$ cat config.mk
export PLATFORM = sky130hd
export DESIGN_NAME = mul_add_seq
export DESIGN_NICKNAME = d
export VERILOG_FILES = /design/src/rtl/mul_add_seq.sv
export SDC_FILE = /design/constraint.sdc
export NUM_CORES = 1
export LEC_CHECK = 0
export CAP_MARGIN = 20
export CORE_MARGIN = 3
export CORE_UTILIZATION = 58
export DETAILED_ROUTE_END_ITERATION = 12
export HOLD_SLACK_MARGIN = 0.12
export PLACE_DENSITY = 0.89
export SLEW_MARGIN = 40
export SYNTH_ARGS = -nofsm -noshare
export SYNTH_HDL_FRONTEND = slang
export SYNTH_SLANG_ARGS = --single-unit
$ cat constraint.sdc
create_clock -name clk -period 3.71 [get_ports clk]
set_input_delay 1.113 -clock clk [delete_from_list [all_inputs] [get_ports clk]]
set_output_delay 1.113 -clock clk [all_outputs]
set_load 0.005 [all_outputs]
$ cat src/rtl/mul_add_seq.sv
// mul_add_seq: sequential shift-add multiply-accumulate, P = A*B + C.
// 16-bit unsigned operands and a 32-bit result, produced over 16 iterations.
// It is the companion of the 16-bit restoring divider: Q*D + R rebuilds N.
// The host uses a start/busy/done handshake. P holds the accumulator, so it
// is only meaningful while done=1 and until the next accepted start.
module mul_add_seq (
  input  logic        clk,
  input  logic        rst,
  input  logic        start,
  input  logic [15:0] A,
  input  logic [15:0] B,
  input  logic [15:0] C,
  output logic [31:0] P,
  output logic        busy,
  output logic        done
);

  typedef enum logic [1:0] {
    IDLE = 2'd0,
    RUN  = 2'd1,
    DONE = 2'd2
  } state_t;

  state_t      state;
  state_t      state_next;

  logic [31:0] mcand;   // multiplicand, shifted left once per iteration
  logic [15:0] mplr;    // multiplier, shifted right once per iteration
  logic [31:0] acc;     // running sum, seeded with the zero-extended addend
  logic [3:0]  cnt;     // iteration index, 0..15
  logic        accept;  // start taken this cycle
  logic        last;    // this RUN cycle is the final iteration

  assign accept = start && ((state == IDLE) || (state == DONE));
  assign last   = (state == RUN) && (cnt == 4'd15);
  assign P      = acc;

  // Next-state logic: start is only looked at in IDLE or DONE.
  always_comb begin
    // NOTE: assign a default before any branch so no path leaves state_next
    // unassigned; a missing path would infer a latch.
    state_next = state;
    unique case (state)
      IDLE: if (accept) state_next = RUN;
      RUN:  if (last)   state_next = DONE;
      DONE: state_next = accept ? RUN : IDLE;
      default: state_next = IDLE;
    endcase
  end

  // State register plus registered busy/done flags derived from next state.
  always_ff @(posedge clk) begin
    // NOTE: sequential state uses non-blocking assignments so every register
    // samples its inputs at the same edge, independent of statement order.
    if (rst) begin
      state <= IDLE;
      busy  <= 1'b0;
      done  <= 1'b0;
    end else begin
      state <= state_next;
      busy  <= (state_next == RUN);
      done  <= (state_next == DONE);
    end
  end

  // Datapath: load operands on accept, then one conditional add and shift per
  // RUN cycle. Reset clears everything so P reads zero and an operation in
  // flight is discarded.
  always_ff @(posedge clk) begin
    if (rst) begin
      mcand <= '0;
      mplr  <= '0;
      acc   <= '0;
      cnt   <= '0;
    end else if (accept) begin
      mcand <= {16'h0000, A};
      mplr  <= B;
      acc   <= {16'h0000, C};
      cnt   <= '0;
    end else if (state == RUN) begin
      // The largest possible sum is 0xFFFF0000, so the 32-bit add never
      // carries out.
      if (mplr[0]) begin
        acc <= acc + mcand;
      end
      mcand <= {mcand[30:0], 1'b0};
      mplr  <= {1'b0, mplr[15:1]};
      cnt   <= cnt + 4'd1;
    end
  end

endmodule

==> Yosys cells after proc, flatten, opt, wreduce, memory -nomap -nowiden <==
Cells that the tools add are included.
{ "totals": {"reg_bits": 88, "word_cells": 36, "output_inout_bits": 34, "in_bits": 51} }
{ "op_classes": {"add_sub_neg": 2, "eq_ne": 5, "reduce_logical": 9, "muxes": 11} }
{ "op_table": {"columns": ["operator", "count"], "rows": [
  ["$mux 16", 7],
  ["$add 32x32->32", 1],
  ["$pmux 2 s3", 1],
  ["$add 4x1->4 const B", 1],
  ["$eq 2x1->1 const B", 2],
  ["$eq 2x2->1 const B", 2],
  ["$eq 4x4->1 const B", 1],
  ["$mux 2", 2],
  ["$reduce_and 2->1", 2],
  ["$reduce_bool 2->1", 2],
  ["$logic_and 1x1->1", 2],
  ["$logic_not 2->1", 1],
  ["$reduce_or 2->1", 1],
  ["$logic_or 1x1->1", 1],
  ["$mux 1", 1]
]} }

==> Depth between registers and ports, before layout <==
Gate-level depths: netlist of run 1.
{ "depth": {"word_depth": 6, "depth_mapped": 11, "depth_no_buf": 11} }

==> Least setup slack after synthesis of run 1 <==
Ideal clock, no wire load.
{ "synth_path": {"kind": "register to register", "startpoint": "register acc[0], in the netlist P[0]", "endpoint": "register acc[26], in the netlist P[26]", "period_less_slack_ns": 2.547, "t_arrival_ns": 2.415, "path_stages_with_launch": 12, "t_required_ns": 3.578, "n_path_buf": 0, "setup_slack_ns": 1.163, "path_cell_list": "dfxtp_1 -> ha_1 -> fa_1 -> a21oi_1 -> o21ai_0 -> a21o_1 -> a31oi_4 -> o21ai_2 -> and3b_1 -> or3_1 -> nand3_1 -> a21oi_1"} }
{ "synth_between": {"elab_chain_len": 1} }
{ "synth_lines": {"columns": ["element", "line", "source"], "rows": [
  ["start, declared", "29", "logic [31:0] acc;"],
  ["start signal, assigned", "78", "acc <= {16'h0000, C};"],
  ["start signal, assigned", "84", "acc <= acc + mcand;"],
  ["$add 32x32->32", "84", null]
]} }
Every way passes these cells.
A chain may end at the register's enable or synchronous reset.

==> Worst setup path after layout of run 1 <==
{ "layout_path": {"startpoint": "register acc[0], in the netlist P[0]", "endpoint": "register acc[20], in the netlist P[20]"} }
The elaborated chain is that of the path after synthesis.

==> out/summary.log, run 1 <==
INFO  clock_network  tritoncts=built
INFO  place          place.gp.congestion=0.9689
INFO  grt            globalRouteOverflowTotal=0
INFO  worst_setup_path slowest_delay=0.43ns
INFO  floorplan      die_w=99.75um
INFO  sta            setup_viol=0
INFO  yosys          mappedNetlistNets=734
INFO  clock_network  post_cts.resized_instances=0
INFO  sta            post-route-period-util=76.28%
INFO  routing        detail_route.drc_violations=0
INFO  cells_and_area final_area=6160squm
INFO  worst_setup_path worst_setup_path_start_kind=register
INFO  min_path       hold_end=mcand[29]
INFO  floorplan      placement_rows=33
INFO  cells_and_area post_layout_nonfiller_instances=817
INFO  routing        route.final.wire_length=13560um
INFO  floorplan      die_y=99.75um
INFO  outcome        run_status=finished, final reports clean
INFO  cells_and_area finalCoreUtilization=73.49%
INFO  routing        dr.pass1.iters=5
INFO  floorplan      initial_utilization=60.82%
INFO  place          detailedPlace.worstSlack=0.8958ns
INFO  pwr            post-layout-total-power=2.132mW
INFO  place          place.port_buffers=84
INFO  grt            maximum_number_of_pins_on_one_net_before_global_route_repair=88
INFO  sta            final.setup_skew=0.01059ns
INFO  worst_setup_path cpMostUsedCell=sky130_fd_sc_hd__a21oi_1
INFO  floorplan      design.core.area=8382squm
INFO  yosys          postSynthRegisterBits=88
INFO  clock_network  post-cts-setup-buffer-count=0
INFO  sta            transition_time_at_the_pin_with_the_least_slew_margin=0.8116ns
INFO  sta            hold-worst-slack=0.4767ns
INFO  clock_network  cts_max_path_buffers=2
INFO  min_path       timing.hold.worst_path_depth=2
INFO  sta            rsz_0062_raised_after_global_routing=no
INFO  worst_setup_path timing.reg2reg.worst_path_depth=11
INFO  worst_setup_path worst-setup-path-type=reg2reg
INFO  cells_and_area layout-drive-gt1-share=6.180%
INFO  place          post-place-cells=802
INFO  yosys          yosys_most_used_dff=sky130_fd_sc_hd__dfxtp_1
INFO  yosys          synth_warnings=0
INFO  cells_and_area antenna_cells_inserted=0
INFO  sta            final_period_minus_worst_setup_slack=2.830ns
INFO  worst_setup_path crit_fanout=4
INFO  place          place_area=5963squm
INFO  clock_network  cts_hold_buffers=0
INFO  sta            timing.setup.tns=0ns
INFO  routing        drt-vias-per-instance=6.119
INFO  cells_and_area layout.cells.most_common=sky130_fd_sc_hd__nand2_1
INFO  clock_network  cts_made_buffers=9
INFO  floorplan      boundaryPins=85
INFO  pwr            peakVddDrop=0.2328mV
INFO  worst_setup_path path_cells=ha_1, fa_1, a21oi_1, o21ai_0, a21o_1, a2111oi_2, nor2_1, a41oi_1, xnor2_1, nand2_1, a21oi_1
INFO  grt            antenna_found_initial=0
INFO  worst_setup_path cp_data_arrival_time=3.13ns
INFO  worst_setup_path critPathCaptureType=register
INFO  routing        route.antenna.remaining_nets=0
INFO  worst_setup_path worst-path-buf-inv=0
INFO  min_path       worst_hold_startpoint=mcand[28]
INFO  sta            worst_slack=0.8799ns
INFO  clock_network  cts.clk_slew.worst_paths=0.09ns
INFO  cells_and_area syn_to_final_growth=20.84%
INFO  routing        drt_iter0_markers=356
INFO  worst_setup_path rrSetupSlack=0.88ns
INFO  sta            timing.final.max_slew_violations=0
INFO  worst_setup_path cp_top_family=compound AO/OA/AOI/OAI gates
INFO  clock_network  cts_max_level=3
INFO  yosys          synth-async-reset-ratio=0%
INFO  worst_setup_path cpMaxStageDelayCell=sky130_fd_sc_hd__a2111oi_2
INFO  clock_network  tritoncts_num_sinks=88
INFO  floorplan      total_die_area=9949squm
INFO  cells_and_area highest_count_cells_in_the_layout_ignoring_fill_and_taps=sky130_fd_sc_hd__nand2_1 (162), sky130_fd_sc_hd__dfxtp_1 (88), sky130_fd_sc_hd__clkdlybuf4s50_1 (83)
INFO  clock_network  clock_latency=0.36ns
INFO  grt            grt_pass1_vias=4909
INFO  routing        route.detailed.wl_per_inst=16.59um
INFO  worst_setup_path regToRegStartpoint=P[0]
INFO  yosys          netlist_area=5097squm
INFO  yosys          gate_count_post_synth=650
INFO  min_path       class_of_the_worst_hold_path=reg2reg
INFO  sta            fmaxAchievable=0.3533GHz
INFO  sta            timing_hold_violations_final=0
INFO  cells_and_area final_net_count=792
INFO  place          place.detailed.hpwl=9688um
INFO  worst_setup_path worstReg2RegEnd=P[20]
INFO  yosys          synthesis.area_per_instance=7.842squm
INFO  pwr            leakagePower=2.374nW
INFO  pwr            powerDensity=346.1nW/um^2
INFO  clock_network  root_buffer=sky130_fd_sc_hd__clkbuf_8
INFO  yosys          ys_seq_area_share=34.56%
INFO  grt            globalRouteTotalUtil=27.19%
INFO  routing        total_via_count_in_the_routed_design=4999
INFO  job            max_cap_viol=0
INFO  yosys          synth_edf_count=0
INFO  worst_setup_path worst_ep_required_time=4.01ns
INFO  sta            worst_slew_margin_rel=45.90%
INFO  grt            wire_length_of_the_first_global_routing_pass=22270um
INFO  yosys          yosys.cell_types.count=52
==> synth_stat cells (3+ instances only) <==
cell | number | area [sq um]
sky130_fd_sc_hd__nand2_1 | 162 | 608.1
sky130_fd_sc_hd__dfxtp_1 | 88 | 1762
sky130_fd_sc_hd__nor2_1 | 61 | 229.0
sky130_fd_sc_hd__a21oi_1 | 59 | 295.3
sky130_fd_sc_hd__a311oi_1 | 41 | 359.1
sky130_fd_sc_hd__clkbuf_1 | 34 | 127.6
sky130_fd_sc_hd__ha_1 | 32 | 400.4
sky130_fd_sc_hd__xnor2_1 | 18 | 157.7
sky130_fd_sc_hd__a21o_1 | 16 | 120.1
sky130_fd_sc_hd__o21ai_0 | 15 | 75.07
sky130_fd_sc_hd__xor2_1 | 10 | 87.58
sky130_fd_sc_hd__nand4_1 | 8 | 50.05
sky130_fd_sc_hd__o211ai_1 | 8 | 60.06
sky130_fd_sc_hd__buf_1 | 7 | 26.28
sky130_fd_sc_hd__nand2b_1 | 7 | 43.79
sky130_fd_sc_hd__nor3_1 | 6 | 30.03
sky130_fd_sc_hd__o21a_1 | 5 | 37.54
sky130_fd_sc_hd__o21bai_1 | 5 | 37.54
sky130_fd_sc_hd__a22o_1 | 4 | 35.03
sky130_fd_sc_hd__and2_1 | 4 | 25.02
sky130_fd_sc_hd__buf_2 | 4 | 20.02
sky130_fd_sc_hd__nor2b_1 | 4 | 25.02
sky130_fd_sc_hd__o21ai_2 | 4 | 35.03
sky130_fd_sc_hd__or3_1 | 4 | 25.02
sky130_fd_sc_hd__a21o_2 | 3 | 26.28
sky130_fd_sc_hd__a31oi_4 | 3 | 63.81
sky130_fd_sc_hd__and3_1 | 3 | 18.77
sky130_fd_sc_hd__inv_1 | 3 | 11.26
sky130_fd_sc_hd__nand3_1 | 3 | 15.01
==> cell families (layout without fill, tap and decap cells) <==
family | count (synthesis) | count (layout) | share of synthesized area, %
DFF | 88 | 88 | 34.56
and+or+nand+nor | 268 | 268 | 21.97
muxes | 2 | 2 | 0.3928
buffers and inverters | 48 | 110 | 3.633
xor gates and xnor gates | 28 | 28 | 4.811
AOI/OAI and AO/OA | 183 | 183 | 26.39
adders and majority gates | 33 | 33 | 8.247
==> final cells by class <==
type	instances	area, sq um
multi-input combinational	514	3163
fill	633	2222
sequential	88	1762
timing repair buffer	92	895.9
clock buffer	11	141.4
tap	105	131.4
clock inverter	4	55.05
inverter	3	11.26
==> report_power, final <==
| group | leakage, nW | internal [mW] | switching, mW |
|---|---|---|---|
| logic | 1.56 | 0.188 | 0.230 |
| registers | 0.720 | 0.994 | 0.0429 |
| clock network | 0.0956 | 0.329 | 0.348 |
==> registers in the layout (all words and copies together) (netlist names) <==
| register | count |
|---|---|
| busy | 1 |
| P | 32 |
| mplr | 16 |
| done | 1 |
| mcand | 32 |
| state | 2 |
| cnt | 4 |
==> worst min-delay path, stage by stage (launching register included) <==
cell and delay [ns]:
sky130_fd_sc_hd__dfxtp_1 0.33, sky130_fd_sc_hd__nand2_1 0.06, sky130_fd_sc_hd__a21oi_1 0.05
==> how the worst max path moves through the flow <==
stage | start | endpoint | slack, ns | cells past startpoint
6_report | P[0] | P[20] | 0.88 | 11
5_1_grt | P[0] | P[20] | 0.63 | 11
4_1_cts | P[0] | P[20] | 0.89 | 11
3_5_place_dp | start | mplr[8] | 0.90 | 5
3_3_place_gp | start | P[0] | 0.95 | 5
2_1_floorplan | P[0] | P[26] | 1.16 | 11
==> routing by layer <==
| layer | GRT usage, % | vias up | share of wire, % |
|---|---|---|---|
| met5 | 0 | - | 0 |
| met4 | 11.45 | 0 | 1.9 |
| met3 | 6.171 | 38 | 6.7 |
| met2 | 46.38 | 201 | 49 |
| met1 | 32.77 | 2344 | 42 |
| li1 | - | 2416 | - |
Power figures use the tool's default switching activity.
==> run 2: changes to the inputs <==
--- a/config.mk
+++ b/config.mk
@@ -7,10 +7,10 @@
 export LEC_CHECK = 0
 export CAP_MARGIN = 20
 export CORE_MARGIN = 3
-export CORE_UTILIZATION = 58
+export CORE_UTILIZATION = 54
 export DETAILED_ROUTE_END_ITERATION = 12
 export HOLD_SLACK_MARGIN = 0.12
-export PLACE_DENSITY = 0.89
+export PLACE_DENSITY = 0.84
 export SLEW_MARGIN = 40
 export SYNTH_ARGS = -nofsm -noshare
 export SYNTH_HDL_FRONTEND = slang
==> constraint.sdc (replaced) <==
create_clock -name clk -period 2.85 [get_ports clk]
set_input_delay 0.855 -clock clk [delete_from_list [all_inputs] [get_ports clk]]
set_output_delay 0.855 -clock clk [all_outputs]
set_load 0.005 [all_outputs]
==> run 2 against run 1 <==
Via count is 2.3% lower. Final area is 1.0% higher. First-iteration DRC count is 9.8% lower. Count of clock-buffer cells in the layout is 1 lower. Maximum frequency is 4.7% higher. Setup slack worse by 0.73 ns. Combinational power is 33% higher. Routed wire length is 2.3% lower. Global-route usage is 1.5 points lower. Non-clock buffer count is 5 higher. Power is 27% higher. Highest routed layer unchanged.
==> out/summary.log, run 2 (synthesized netlist as in run 1, its figures left out) <==
INFO  sta            setup_viol=0
INFO  job            max_cap_viol=0
INFO  sta            rsz_0062_raised_after_global_routing=no
INFO  floorplan      initial_utilization=57.06%
INFO  floorplan      die_w=103.2um
INFO  routing        total_via_count_in_the_routed_design=4883
INFO  clock_network  cts_max_level=3
INFO  cells_and_area filler_cell_count=730
INFO  min_path       timing.hold.worst_path_depth=2
INFO  pwr            switching_portion_of_total_power=30.66%
INFO  floorplan      design.core.area=8934squm
INFO  pwr            power_report.internal_total=1.879mW
INFO  place          place.port_buffers=84
INFO  floorplan      placement_rows=34
INFO  worst_setup_path worst_setup_path_start_kind=register
INFO  cells_and_area syn_to_final_growth=22.07%
INFO  pwr            power.combinational.fraction=20.5%
INFO  worst_setup_path timing.reg2reg.worst_path_depth=11
INFO  worst_setup_path cp_data_arrival_time=2.94ns
INFO  sta            worst_slew_margin_rel=48.04%
INFO  cells_and_area layout-drive-gt1-share=7.382%
INFO  place          place.detailed.hpwl=9649um
INFO  clock_network  clock_latency=0.36ns
INFO  sta            final_period_minus_worst_setup_slack=2.702ns
INFO  pwr            power.switching=0.8310mW
INFO  worst_setup_path worst_ep_required_time=3.08ns
INFO  grt            globalRouteTotalUtil=25.65%
INFO  sta            timing.setup.tns=0ns
INFO  clock_network  tritoncts_num_sinks=88
INFO  sta            transition_time_at_the_pin_with_the_least_slew_margin=0.7795ns
INFO  routing        drt-vias-per-instance=5.912
INFO  clock_network  root_buffer=sky130_fd_sc_hd__clkbuf_8
INFO  worst_setup_path slowest_delay=0.38ns
INFO  min_path       class_of_the_worst_hold_path=reg2reg
INFO  pwr            peakVddDrop=0.2689mV
INFO  worst_setup_path cpMaxStageDelayCell=sky130_fd_sc_hd__fa_2
INFO  sta            worst_slack=0.1477ns
INFO  sta            timing.final.max_slew_violations=0
INFO  grt            globalRouteOverflowTotal=0
INFO  grt            wire_length_of_the_first_global_routing_pass=21990um
INFO  clock_network  cts_made_buffers=9
INFO  pwr            share_seq_of_total_power=49.7%
INFO  clock_network  cts.clk_slew.worst_paths=0.09ns
INFO  pwr            leakagePower=2.402nW
INFO  pwr            powerDensity=435.5nW/um^2
INFO  min_path       hold_end=mcand[18]
INFO  cells_and_area layout.cells.most_common=sky130_fd_sc_hd__nand2_1
INFO  place          place.gp.congestion=0.9079
INFO  worst_setup_path critPathCaptureType=register
INFO  floorplan      total_die_area=10640squm
INFO  routing        dr.pass1.iters=7
INFO  routing        route.antenna.remaining_nets=0
INFO  worst_setup_path rrSetupSlack=0.15ns
INFO  worst_setup_path worst-setup-path-type=reg2reg
INFO  worst_setup_path crit_fanout=4
INFO  sta            post-route-period-util=94.82%
INFO  min_path       worst_hold_startpoint=mcand[17]
INFO  worst_setup_path path_cells=ha_1, fa_2, a21oi_2, o21ai_0, a21o_1, a31oi_4, o21ai_2, and3b_1, or3_1, nand3_1, a21oi_1
INFO  cells_and_area final_net_count=797
INFO  worst_setup_path regToRegStartpoint=P[0]
INFO  place          detailedPlace.worstSlack=0.07006ns
INFO  clock_network  cts_max_path_buffers=2
INFO  grt            grt_pass1_vias=4671
INFO  outcome        run_status=finished, final reports clean
INFO  grt            maximum_number_of_pins_on_one_net_before_global_route_repair=88
INFO  grt            antenna_found_initial=0
INFO  sta            timing_hold_violations_final=0
INFO  worst_setup_path worstReg2RegEnd=P[26]
INFO  floorplan      boundaryPins=85
INFO  routing        drt_iter0_markers=321
INFO  cells_and_area highest_count_cells_in_the_layout_ignoring_fill_and_taps=sky130_fd_sc_hd__nand2_1 (162), sky130_fd_sc_hd__dfxtp_1 (88), sky130_fd_sc_hd__clkdlybuf4s50_1 (83)
INFO  sta            final.setup_skew=0.01179ns
INFO  routing        detail_route.drc_violations=0
INFO  clock_network  tritoncts=built
INFO  cells_and_area antenna_cells_inserted=0
INFO  floorplan      die_y=103.2um
INFO  routing        route.final.wire_length=13240um
INFO  pwr            clkPwrFrac=29.8%
INFO  routing        route.detailed.wl_per_inst=16.03um
INFO  sta            fmaxAchievable=0.3701GHz
==> run 2: what timing repair did <==
item,in CTS,in global routing
resized for setup,0,4
buffers inserted,0,2
hold buffers,0,0
endpoints found under the setup margin,0,6
==> run 2: cell type report <==
| cell class | count | area, sq um | area share (%) |
|---|---|---|---|
| Tap cell | 108 | 135.1 | 2.172 |
| Sequential cell | 88 | 1762 | 28.31 |
| Clock buffer | 10 | 127.6 | 2.051 |
| Timing Repair Buffer | 97 | 958.4 | 15.40 |
| Multi-Input combinational cell | 514 | 3177 | 51.06 |
| Clock inverter | 6 | 51.30 | 0.8245 |
| Inverter | 3 | 11.26 | 0.1810 |
==> run 2: stage by stage <==
step                utilization [%]  power [mW]  instance area [sq um]  hold slack, ns  instances
finish                        69.65       2.710                   6222          0.4793        826
global placement              67.30       1.903                   6012          0.4591        808
global route                  69.65       2.847                   6222          0.4971        826
CTS                           69.30       2.717                   6191          0.4799        824
detailed placement            67.30       1.917                   6012          0.4703        808
floorplan                         -       1.702                   5097          0.4450        650
==> run 2: worst max-delay path: cells and delay by family (launching register included) <==
family,cells,cell delay [ns]
AND/OR/NAND/NOR,3,0.66
AO/OA/AOI/OAI,6,0.93
flip-flops,1,0.34
adder cells (fa/ha/maj),2,0.63
==> run 2: power groups by stage <==
stage	logic, mW	registers, mW	clock network [mW]
after floorplan	0.341	1.36	0
after global placement	0.530	1.37	0
after detailed placement	0.542	1.38	0
after CTS	0.546	1.35	0.823
after global routing	0.607	1.36	0.882
final	0.555	1.35	0.807
==> run 2: metal layers <==
layer	share of wire (%)	global-route usage, %
met5	0	0
met4	1.4	7.968
met3	6.1	4.601
met2	49	43.36
met1	44	33.22
==> run 2: worst max path at each step <==
stage               startpoint    end  slack, ns  cells past startpoint
global route             P[17]  P[31]      0.003                     10
floorplan                 P[0]  P[26]       0.30                     11
detailed placement        P[0]  P[26]       0.07                     11
global placement          P[0]  P[26]       0.20                     11
finish                    P[0]  P[26]       0.15                     11
CTS                       P[0]  P[26]       0.05                     11
==> run 3: changes to the inputs <==
--- a/config.mk
+++ b/config.mk
@@ -7,10 +7,10 @@
 export LEC_CHECK = 0
 export CAP_MARGIN = 20
 export CORE_MARGIN = 3
-export CORE_UTILIZATION = 54
+export CORE_UTILIZATION = 45
 export DETAILED_ROUTE_END_ITERATION = 12
 export HOLD_SLACK_MARGIN = 0.12
-export PLACE_DENSITY = 0.84
+export PLACE_DENSITY = 0.81
 export SLEW_MARGIN = 40
 export SYNTH_ARGS = -nofsm -noshare
 export SYNTH_HDL_FRONTEND = slang
==> run 3 against run 2 <==
Clock skew fell by 0.0048 ns. Register-to-register slack improved by 0.02 ns. Clock power rose by 56%. Maximum frequency rose by 0.67%. Highest routed layer unchanged. Largest cell class unchanged.
==> out/summary.log, run 3 (synthesized netlist as in run 1, its figures left out) <==
INFO  clock_network  post-cts-setup-buffer-count=0
INFO  worst_setup_path cp_data_arrival_time=2.91ns
INFO  cells_and_area syn_to_final_growth=25.11%
INFO  worst_setup_path critPathCaptureType=register
INFO  floorplan      die_w=112.4um
INFO  routing        total_via_count_in_the_routed_design=4957
INFO  sta            post-route-period-util=94.19%
INFO  routing        detail_route.drc_violations=0
INFO  floorplan      die_y=112.4um
INFO  worst_setup_path worst_ep_required_time=3.08ns
INFO  sta            timing.final.max_slew_violations=0
INFO  min_path       class_of_the_worst_hold_path=reg2reg
INFO  sta            fmaxAchievable=0.3725GHz
INFO  grt            wire_length_of_the_first_global_routing_pass=22640um
INFO  pwr            power.switching=0.8516mW
INFO  grt            maximum_number_of_pins_on_one_net_before_global_route_repair=88
INFO  grt            grt_pass1_vias=4709
INFO  routing        dr.pass1.iters=6
INFO  grt            globalRouteOverflowTotal=0
INFO  pwr            powerDensity=496.7nW/um^2
INFO  worst_setup_path worst_setup_path_start_kind=register
INFO  clock_network  tritoncts=built
INFO  cells_and_area layout.cells.most_common=sky130_fd_sc_hd__nand2_1
INFO  routing        route.detailed.wl_per_inst=16.23um
INFO  clock_network  cts_made_buffers=9
INFO  place          place.port_buffers=84
INFO  routing        drt-vias-per-instance=5.784
INFO  clock_network  clock_latency=0.34ns
INFO  clock_network  tritoncts_num_sinks=88
INFO  cells_and_area highest_count_cells_in_the_layout_ignoring_fill_and_taps=sky130_fd_sc_hd__nand2_1 (162), sky130_fd_sc_hd__dfxtp_1 (88), sky130_fd_sc_hd__clkdlybuf4s50_1 (83)
INFO  sta            timing.setup.tns=0ns
INFO  grt            antenna_found_initial=0
INFO  routing        drt_iter0_markers=339
INFO  worst_setup_path cpMaxStageDelayCell=sky130_fd_sc_hd__fa_2
INFO  pwr            switching_portion_of_total_power=26.88%
INFO  routing        route.antenna.remaining_nets=0
INFO  pwr            power.combinational.fraction=17.6%
INFO  clock_network  cts_hold_buffers=0
INFO  grt            globalRouteTotalUtil=21.59%
INFO  sta            final.setup_skew=0.006978ns
INFO  cells_and_area antenna_cells_inserted=0
INFO  place          detailedPlace.worstSlack=0.1088ns
INFO  floorplan      total_die_area=12640squm
INFO  floorplan      boundaryPins=85
INFO  sta            setup_viol=0
INFO  job            max_cap_viol=0
INFO  worst_setup_path slowest_delay=0.37ns
INFO  place          place.detailed.hpwl=9928um
INFO  sta            rsz_0062_raised_after_global_routing=no
INFO  routing        route.final.wire_length=13910um
INFO  clock_network  cts_max_path_buffers=2
INFO  worst_setup_path path_cells=ha_1, fa_2, a21oi_2, o21ai_0, a21o_1, a31oi_4, o21ai_2, and3b_1, or3_1, nand3_1, a21oi_1
INFO  clock_network  cts.clk_slew.worst_paths=0.06ns
INFO  outcome        run_status=finished, final reports clean
INFO  floorplan      initial_utilization=46.61%
INFO  pwr            share_seq_of_total_power=42.6%
INFO  pwr            clkPwrFrac=39.9%
INFO  clock_network  cts_max_level=3
INFO  pwr            peakVddDrop=0.3148mV
INFO  clock_network  root_buffer=sky130_fd_sc_hd__clkbuf_16
INFO  sta            transition_time_at_the_pin_with_the_least_slew_margin=0.7047ns
INFO  worst_setup_path worst-setup-path-type=reg2reg
INFO  worst_setup_path worst-path-buf-inv=0
INFO  pwr            power_report.internal_total=2.316mW
INFO  place          place.gp.congestion=0.9653
INFO  sta            timing_hold_violations_final=0
INFO  pwr            leakagePower=2.454nW
INFO  floorplan      design.core.area=10940squm
INFO  sta            worst_slack=0.1657ns
INFO  sta            worst_slew_margin_rel=52.91%
INFO  sta            final_period_minus_worst_setup_slack=2.684ns
INFO  worst_setup_path crit_fanout=4
INFO  floorplan      placement_rows=38
INFO  cells_and_area layout-drive-gt1-share=7.113%
INFO  cells_and_area final_net_count=796
INFO  worst_setup_path cp_top_family=compound AO/OA/AOI/OAI gates
[run 3: cell count changes in the layout (fill, tap and decap cells not counted)]
cell | previous run | this run
sky130_fd_sc_hd__clkbuf_8 | 9 | 0
sky130_fd_sc_hd__clkbuf_1 | 1 | 2
sky130_fd_sc_hd__clkinv_4 | 2 | 1
sky130_fd_sc_hd__inv_6 | 3 | 0
sky130_fd_sc_hd__bufinv_16 | 0 | 2
sky130_fd_sc_hd__buf_12 | 2 | 1
sky130_fd_sc_hd__clkbuf_16 | 0 | 9
sky130_fd_sc_hd__clkinv_2 | 0 | 1
[run 3: metal layers]
metal / global-route usage (%) / vias up / wire (um)
met5: 0 / - / 0
li1: - / 2426 / -
met4: 5.849 / 0 / 168
met3: 5.121 / 23 / 933
met2: 36.19 / 193 / 6825
met1: 27.96 / 2315 / 5986
[run 3: layout make-up]
cell class | count | area [sq um]
multi-input combinational | 514 | 3177
clock inverter | 5 | 81.33
tap | 140 | 175.2
fill | 976 | 4558
inverter | 3 | 11.26
clock buffer | 11 | 232.7
sequential | 88 | 1762
timing repair buffer | 96 | 938.4
[run 3: tightest hold or removal path: stages (launching register included)]
cell and delay [ns]:
sky130_fd_sc_hd__dfxtp_1 0.32, sky130_fd_sc_hd__nand2_1 0.06, sky130_fd_sc_hd__a21oi_1 0.05
[run 3: worst paths after layout]
path	endpoint	cells past startpoint	start	slack, ns
worst min-delay path	mcand[17]	2	mcand[16]	0.48
worst min register to register	mcand[17]	2	mcand[16]	0.48
worst max-delay path	P[26]	11	P[0]	0.17
worst max register to register	P[26]	11	P[0]	0.17
[run 3: power by group through the flow]
| stage | Clock [mW] | Sequential (mW) | Combinational (mW) |
|---|---|---|---|
| 6_report | 1.26 | 1.35 | 0.556 |
| 3_3_place_gp | 0 | 1.37 | 0.528 |
| 4_1_cts | 1.28 | 1.35 | 0.551 |
| 5_1_grt | 1.33 | 1.36 | 0.607 |
| 3_5_place_dp | 0 | 1.37 | 0.541 |
| 2_1_floorplan | 0 | 1.36 | 0.341 |
[run 3: repair_timing]
item / in CTS / in global routing
hold endpoints to repair: 0 / 0
endpoints found under the setup margin: 0 / 5
gates resized for setup: 0 / 4
[run 3: through the flow]
stage / instances / hold slack, ns / instance area (sq um) / total power [mW] / util (%)
4_1_cts: 857 / 0.4741 / 6361 / 3.180 / 58.17
2_1_floorplan: 650 / 0.4450 / 5097 / 1.702 / -
3_5_place_dp: 841 / 0.4655 / 6047 / 1.916 / 55.30
6_report: 857 / 0.4754 / 6377 / 3.168 / 58.32
3_3_place_gp: 841 / 0.4598 / 6047 / 1.901 / 55.30
5_1_grt: 857 / 0.4926 / 6377 / 3.294 / 58.32
